### src/rtl/aes_ctr_feeder.sv
// aes_ctr_feeder
// Counter-mode front/back end for the pipelined AES-256 core. Issues one
// {nonce, ctr} block per cycle to the core, follows each block through the
// fixed-latency core with a valid delay line, and buffers the core results in a
// keystream FIFO. Issue is credit-limited, so a stalled consumer never causes
// a core result to be dropped.
//
// State table:
//   S_IDLE  | waiting for start; job inputs are latched on start
//   S_RUN   | issuing counter blocks while credit and remaining blocks allow
//   S_DRAIN | all blocks issued; waiting for the pipeline and FIFO to empty
//   S_FIN   | done pulse for one cycle, then back to S_IDLE
//
// Ports:
//   clk, rst_n             clock, async active-low reset
//   start                  job request (sampled in S_IDLE only)
//   nonce, ctr_init        upper 96 bits and first counter value of the blocks
//   num_blocks, key_in     job length and key
//   state, key             block and key presented to the core
//   issue_valid            state carries a live block this cycle
//   core_out               core result
//   ks_data/ks_valid/ks_ready  keystream output handshake
//   busy, done             job status
module aes_ctr_feeder #(
  parameter int LATENCY    = 21,
  parameter int FIFO_DEPTH = 32
) (
  input  logic         clk,
  input  logic         rst_n,
  input  logic         start,
  input  logic [95:0]  nonce,
  input  logic [31:0]  ctr_init,
  input  logic [31:0]  num_blocks,
  input  logic [255:0] key_in,
  output logic [127:0] state,
  output logic [255:0] key,
  output logic         issue_valid,
  input  logic [127:0] core_out,
  output logic [127:0] ks_data,
  output logic         ks_valid,
  input  logic         ks_ready,
  output logic         busy,
  output logic         done
);

  localparam int PW = $clog2(FIFO_DEPTH);
  localparam int CW = $clog2(FIFO_DEPTH + LATENCY + 1);

  typedef enum logic [1:0] {S_IDLE, S_RUN, S_DRAIN, S_FIN} fsm_t;

  fsm_t               fsm_q, fsm_d;
  logic [95:0]        nonce_q, nonce_d;
  logic [31:0]        ctr_q, ctr_d;
  logic [31:0]        remaining_q, remaining_d;
  logic [255:0]       key_q, key_d;
  logic [127:0]       blk_q, blk_d;
  logic               issue_q, issue_d;
  logic [LATENCY-1:0] dl_q, dl_d;
  logic [CW-1:0]      in_flight_q, in_flight_d;
  logic [CW-1:0]      fifo_count_q, fifo_count_d;
  logic [PW-1:0]      wr_ptr_q, wr_ptr_d;
  logic [PW-1:0]      rd_ptr_q, rd_ptr_d;
  logic [127:0]       mem_q [FIFO_DEPTH];

  logic               tail;
  logic               pop;
  logic [CW-1:0]      occ;
  logic [CW-1:0]      in_flight_wo;

  assign tail = dl_q[LATENCY-1];
  assign pop  = ks_valid & ks_ready;
  // Credit: every issued block owns a FIFO slot from issue until it is popped.
  assign occ  = in_flight_q + fifo_count_q;

  always_comb begin
    fsm_d        = fsm_q;
    nonce_d      = nonce_q;
    ctr_d        = ctr_q;
    remaining_d  = remaining_q;
    key_d        = key_q;
    blk_d        = blk_q;
    issue_d      = 1'b0;
    in_flight_wo = in_flight_q - CW'(tail);
    fifo_count_d = fifo_count_q + CW'(tail) - CW'(pop);
    wr_ptr_d     = wr_ptr_q + PW'(tail);
    rd_ptr_d     = rd_ptr_q + PW'(pop);

    case (fsm_q)
      S_IDLE: begin
        if (start) begin
          nonce_d = nonce;
          key_d   = key_in;
          if (num_blocks == 32'd0) begin
            ctr_d       = ctr_init;
            remaining_d = 32'd0;
            fsm_d       = S_FIN;
          end else begin
            // The first block leaves straight from idle so it is on the core
            // inputs in the cycle right after start.
            issue_d     = 1'b1;
            blk_d       = {nonce, ctr_init};
            ctr_d       = ctr_init + 32'd1;
            remaining_d = num_blocks - 32'd1;
            fsm_d       = S_RUN;
          end
        end
      end
      S_RUN: begin
        if (remaining_q == 32'd0) begin
          fsm_d = S_DRAIN;
        end else if (occ < CW'(FIFO_DEPTH)) begin
          issue_d     = 1'b1;
          blk_d       = {nonce_q, ctr_q};
          ctr_d       = ctr_q + 32'd1;
          remaining_d = remaining_q - 32'd1;
        end
      end
      S_DRAIN: begin
        // Look at the post-edge counts so done lands right after the last pop.
        if (in_flight_wo == '0 && fifo_count_d == '0) fsm_d = S_FIN;
      end
      S_FIN: begin
        fsm_d = S_IDLE;
      end
      default: fsm_d = S_IDLE;
    endcase

    in_flight_d = in_flight_wo + CW'(issue_d);
    dl_d        = dl_q << 1;
    dl_d[0]     = issue_d;
  end

  always_ff @(posedge clk or negedge rst_n) begin
    if (!rst_n) begin
      fsm_q        <= S_IDLE;
      nonce_q      <= '0;
      ctr_q        <= '0;
      remaining_q  <= '0;
      key_q        <= '0;
      blk_q        <= '0;
      issue_q      <= 1'b0;
      dl_q         <= '0;
      in_flight_q  <= '0;
      fifo_count_q <= '0;
      wr_ptr_q     <= '0;
      rd_ptr_q     <= '0;
    end else begin
      fsm_q        <= fsm_d;
      nonce_q      <= nonce_d;
      ctr_q        <= ctr_d;
      remaining_q  <= remaining_d;
      key_q        <= key_d;
      blk_q        <= blk_d;
      issue_q      <= issue_d;
      dl_q         <= dl_d;
      in_flight_q  <= in_flight_d;
      fifo_count_q <= fifo_count_d;
      wr_ptr_q     <= wr_ptr_d;
      rd_ptr_q     <= rd_ptr_d;
    end
  end

  // Storage only; entries are qualified by the pointers and count.
  always_ff @(posedge clk) begin
    if (tail) mem_q[wr_ptr_q] <= core_out;
  end

  assign state       = blk_q;
  assign key         = key_q;
  assign issue_valid = issue_q;
  assign ks_valid    = (fifo_count_q != '0);
  assign ks_data     = ks_valid ? mem_q[rd_ptr_q] : '0;
  assign busy        = (fsm_q != S_IDLE);
  assign done        = (fsm_q == S_FIN);

endmodule

### config.mk
export PLATFORM = sky130hd
export DESIGN_NAME = aes_ctr_feeder
export DESIGN_NICKNAME = d
export VERILOG_FILES = /design/src/rtl/aes_ctr_feeder.sv
export SDC_FILE = /design/constraint.sdc
export NUM_CORES = 2
export LEC_CHECK = 0
export BUFFER_PORTS_ARGS = -buffer_cell sky130_fd_sc_hd__buf_2
export CORE_ASPECT_RATIO = 1.5
export CORE_MARGIN = 4
export CORE_UTILIZATION = 40
export DETAILED_ROUTE_END_ITERATION = 8
export PLACE_DENSITY = 0.63
export SLEW_MARGIN = 25
export SYNTH_ARGS = -nofsm -noshare
export SYNTH_HDL_FRONTEND = slang
export SYNTH_SLANG_ARGS = --single-unit
### constraint.sdc
create_clock -name clk -period 10.9 [get_ports clk]
set_input_delay 3.27 -clock clk [delete_from_list [all_inputs] [get_ports clk]]
set_output_delay 3.27 -clock clk [all_outputs]
set_load 0.02 [all_outputs]
# Yosys cells after proc, flatten, opt, wreduce, memory -nomap -nowiden
# Memory sizes are Yosys's and may differ from the RTL's.
# Index checks and enable logic that the tools add are counted.
# totals
regBits	590
n_memories	1
output_inout_bits	516
mem_bits_rw	4096
# memory_table
name	words	width	rd	rd_clocked_by_memory_dff	write_ports	line	text
mem_q	32	128	1	0	1	63	logic [127:0] mem_q [FIFO_DEPTH];
# classes
n_bitwise	1
n_reduce_logical	13
n_eq_ne	9
n_addsub	11
n_mux	28
order_cmp	1
# ops
operator	count
$mux W128	5
$mux W32	8
$pmux W128 S2	1
$pmux W32 S2	2
$add A32 B1 Y32 const B	2
$logic_not A32 Y1	2
$sub A32 B1 Y32 const B	2
$add A6 B1 Y6	2
$logic_not A6 Y1	2
$ne A2 B2 Y1 const B	6
$sub A6 B1 Y6	2
$add A5 B1 Y5	2
$mux W2	4
$pmux W2 S4	1
$add A6 B6 Y6	1
$lt A6 B6 Y1 const B	1
$mux W1	6
$reduce_bool A6 Y1	1
$reduce_and A5 Y1	1
$eq A2 B2 Y1 const B	2
$reduce_and A4 Y1	1
$reduce_bool A2 Y1	2
$reduce_and A3 Y1	1
$eq A2 B1 Y1 const B	1
5 further kinds	5

# Longest topological paths before layout
# logic_depth
depth_word	7
ltp_mapped	16
mapped_depth_nobuf	16

# Worst setup path before layout
# Ideal clock, no wire load.
# synth_timing
path_type	reg-to-reg
start	register wr_ptr_q[1]
end	memory mem_q[12][0], enable pin
arrival_ps	6392
path_slack_ps	3891
path_stages_with_launch	4
setup_time_ps	617
t_required_ps	10283
cell_sequence	dfrtp_1 -> or3b_2 -> clkbuf_1 -> nor2_1
# synth_lines
item	line	text
from (decl)	61	logic [PW-1:0] wr_ptr_q, wr_ptr_d;
from (signal assigned)	158	wr_ptr_q <= wr_ptr_d;
to (decl)	63	
# Straight into the memory's write port.

# Worst setup path after layout
# layout_timing
start	register rd_ptr_q[1]
end	output port ks_data[3]
# layout_between
elab_chain_cells	2
# layout_rtl
item	line	text
from (decl)	62	logic [PW-1:0] rd_ptr_q, rd_ptr_d;
from (signal assigned)	159	rd_ptr_q <= rd_ptr_d;
$mem_v2 Z32 W128	--	
$mux W128	172	assign ks_data = ks_valid ? mem_q[rd_ptr_q] : '0;
to (decl)	39	output logic [127:0] ks_data,
# Every way passes these cells.

==> key figures <==
Setup path
  • CP max stage delay: 950 ps
  • Req. time, crit path: 7630 ps
  • CP startpoint: rd_ptr_q[1]$_DFF_PN0_
  • Crit Path Class: reg2out
  • CP startpoint kind: flip-flop
  • CP Data Arrival Time: 5390 ps
  • Reg2Reg Launch Point: dl_q[20]$_DFF_PN0_
  • Critical path endpoint category: output pin
  • CP Cell Sequence: buf_4 -> buf_4 -> mux4_2 -> mux4_2 -> mux2i_1 -> nor2_1 -> buf_2
  • Worst path slowest cell: dfrtp_4
  • Worst Path Max Fanout: 69

Yosys
  • Syn Inst Count: 8,895
  • Syn nets: 9,472
  • Seq/Total Area, Yosys: 0.7597
  • Mux cell area share after synthesis: 0.1734
  • Xor/xnor share of the synthesized area: 0.003478
  • Simple-gate share of the synthesized area: 0.03929
  • Synthesis-stage register bit count: 4,685
  • Adder-Cell Fraction of Synth Area: 0.002043
  • Ys async rst share: 0.1257
  • YS warnings: 0
  • Synthesized area per cell: 20.38 sq um
  • Synth Area in Compound Gates: 0.01091
  • Mapped Area: 181,300 sq um
  • Main combinational cell family by area after synthesis: multiplexers
  • Synth cell types: 75
  • EDFF count, synth: 4,096
  • Dominant synthesized flop cell: edfxtp_1

Floorplanning
  • Die height: 832.6 um
  • Initial Util: 0.4019
  • Row count: 302
  • DIE WIDTH: 557.7 um
  • I/O pin cnt: 1,064
  • Area of the die: 464,300 sq um
  • Core outline area: 451,200 sq um

STA
  • Final number of hold-violating endpoints: 0
  • Fmax: 115.4 MHz
  • Final critical path time including I/O delays and setup: 8664 ps
  • Crit share post-route: 0.7949
  • Worst-Margin Slew: 1230 ps
  • Final Slew Violations: 0
  • Final setup violation count: 0
  • Skew final: 87.59 ps
  • Unrepaired setup endpoints after global routing: false
  • Slew headroom: 0.1799
  • Post-route worst setup slack: 2236 ps
  • Setup TNS: 0 ps

Finish
  • Final Cell Area: 209,100 sq um
  • Fin util: 0.4634
  • Share of cells above drive strength 1: 0.3103
  • Most frequent cells in the layout: 4,096 x edfxtp_1, 1,280 x mux4_2, 1,137 x nand2_1, 1,062 x buf_2, 584 x dfrtp_1
  • Commonest non-fill, non-tap cell in the layout: edfxtp_1
  • Final instance count without filler cells: 16,550
  • Final nets: 10,680
  • Area Overhead vs Synth: 15.32%

Clocking
  • Inserted Clock Buffers: 429
  • Post-CTS setup buffers: 0
  • Hold buffer count at cts: 0
  • Root buffer cell: clkbuf_16
  • # resized after CTS: 0
  • CTS H-Tree Depth: 5
  • Clk_lat worst skew: 1030 ps
  • Clk buf depth: 4
  • Sink Count: 4,685
  • CTS clock-pin slew for the worst setup and hold paths: 60 ps
  • CTS tree: yes

Drt
  • Routed vias: 95,300
  • DRC: 0
  • Total Wirelength: 594,900 um
  • Drt wl/cell: 35.95 um
  • DR vias/cell: 5.759
  • First drt pass iteration count: 6
  • Post-route ant nets: 0
  • Iter 0 DRT Violations: 10,990

Placed design
  • Post-DP Area: 194,400 sq um
  • DPL Wire Length: 353,800 um
  • GPL Wtd Cong: 0.9328
  • DP Cell Count: 15,600
  • Pre-CTS WS: 3104 ps
  • Port Buffers: 1,063

GRT
  • Initial antenna violation count: 224
  • Total GRT Usage: 0.2528
  • Global-route wire length before repair: 811,600 um
  • Largest net degree at the start of global routing: 170
  • Vias in the first global route: 96,990
  • Total gr overflow: 0

Flow run
  • Max cap viols: 0

Power
  • P_leak: 72.10 nW
  • Max IR drop VDD: 0.2588 mV
  • Power Dens Cells: 227.9 nW/um^2

Hold path
  • Hold Crit Class: reg2reg
  • Hold path start: dl_q[11]$_DFF_PN0_

Outcome
  • Status: completed
[Yosys cell counts (all sizes together) (21+ instances only)]
library cell | count | area, sq um
edfxtp | 4096 | 123000
clkbuf | 357 | 1371
a21oi | 162 | 810.8
nor4 | 26 | 162.7
ha | 28 | 350.3
mux4 | 1280 | 28830
buf | 123 | 543.0
o21ai | 42 | 221.5
or3 | 21 | 146.4
xor2 | 35 | 306.5
inv | 32 | 120.1
nand2 | 1139 | 4278
nor3 | 37 | 185.2
xnor2 | 37 | 324.1
nand4 | 24 | 150.1
dfrtp | 589 | 14740
nor2 | 350 | 1321
mux2i | 259 | 2592
nand3 | 53 | 270.3
[routing by layer]
metal / track usage / share of wire
met2: 0.4344 / 0.51
met3: 0.06336 / 0.084
met4: 0.1411 / 0.063
met5: 0 / 0.0011
met1: 0.2881 / 0.34
[final cells by class]
| cell class | count | area (sq um) |
|---|---|---|
| antenna | 155 | 387.9 |
| clock buffer | 502 | 11120 |
| clock inverter | 289 | 3088 |
| fill | 37820 | 242100 |
| inverter | 33 | 123.9 |
| multi-input combinational | 3697 | 41840 |
| sequential | 4685 | 137800 |
| tap | 5928 | 7417 |
| timing repair buffer | 1259 | 7347 |
[worst paths after layout]
check / endpoint / slack (ps) / cells past startpoint
setup / recovery: ks_data[3] / 2240 / 7
hold / removal: dl_q[12]$_DFF_PN0_ / 350 / 0
max in group asynchronous: dl_q[0]$_DFF_PN0_ / 6640 / 3
min in group asynchronous: state[54]$_DFFE_PN0P_ / 2090 / 1
setup reg to reg: mem_q[4][53]$_DFFE_PP_ / 6470 / 5
hold reg to reg: dl_q[12]$_DFF_PN0_ / 350 / 0
[metrics by stage]
step | total power [mW] | hold slack, ps
after detailed placement | 32.94 | 335.5
after global routing | 49.44 | 360.2
after CTS | 48.22 | 356.2
final | 47.64 | 350.8
after floorplan | 28.66 | 331.2
after global placement | 32.82 | 343.6
[power by group]
group / total, mW / switching [mW] / internal [mW]
registers: 19.8 / 0.226 / 19.5
logic: 12.6 / 6.79 / 5.81
clock network: 15.3 / 6.83 / 8.47
total: 47.6 / 13.8 / 33.8
[critical path, delay by kind of cell, from the launching register on]
kind | cells | cell delay (ps)
buf+inv | 3 | 1630
flops | 1 | 950
mux | 3 | 1500
simple gates | 1 | 240
[logic make-up after synthesis]
kind of cell | count (synthesis)
flops | 4685
simple gates | 1734
mux | 1540
buf+inv | 513
compound gates | 322
xor+xnor | 72
fa+ha+maj | 29
[state kept, by name, indices dropped and copies added, names as in the netlist, 6 cells and up]
name          count
mem_q          4096
key             256
state           128
nonce_q          96
ctr_q            32
remaining_q      32
dl_q             21
fifo_count_q      6
in_flight_q       6
(Power assumes the default switching activity.)
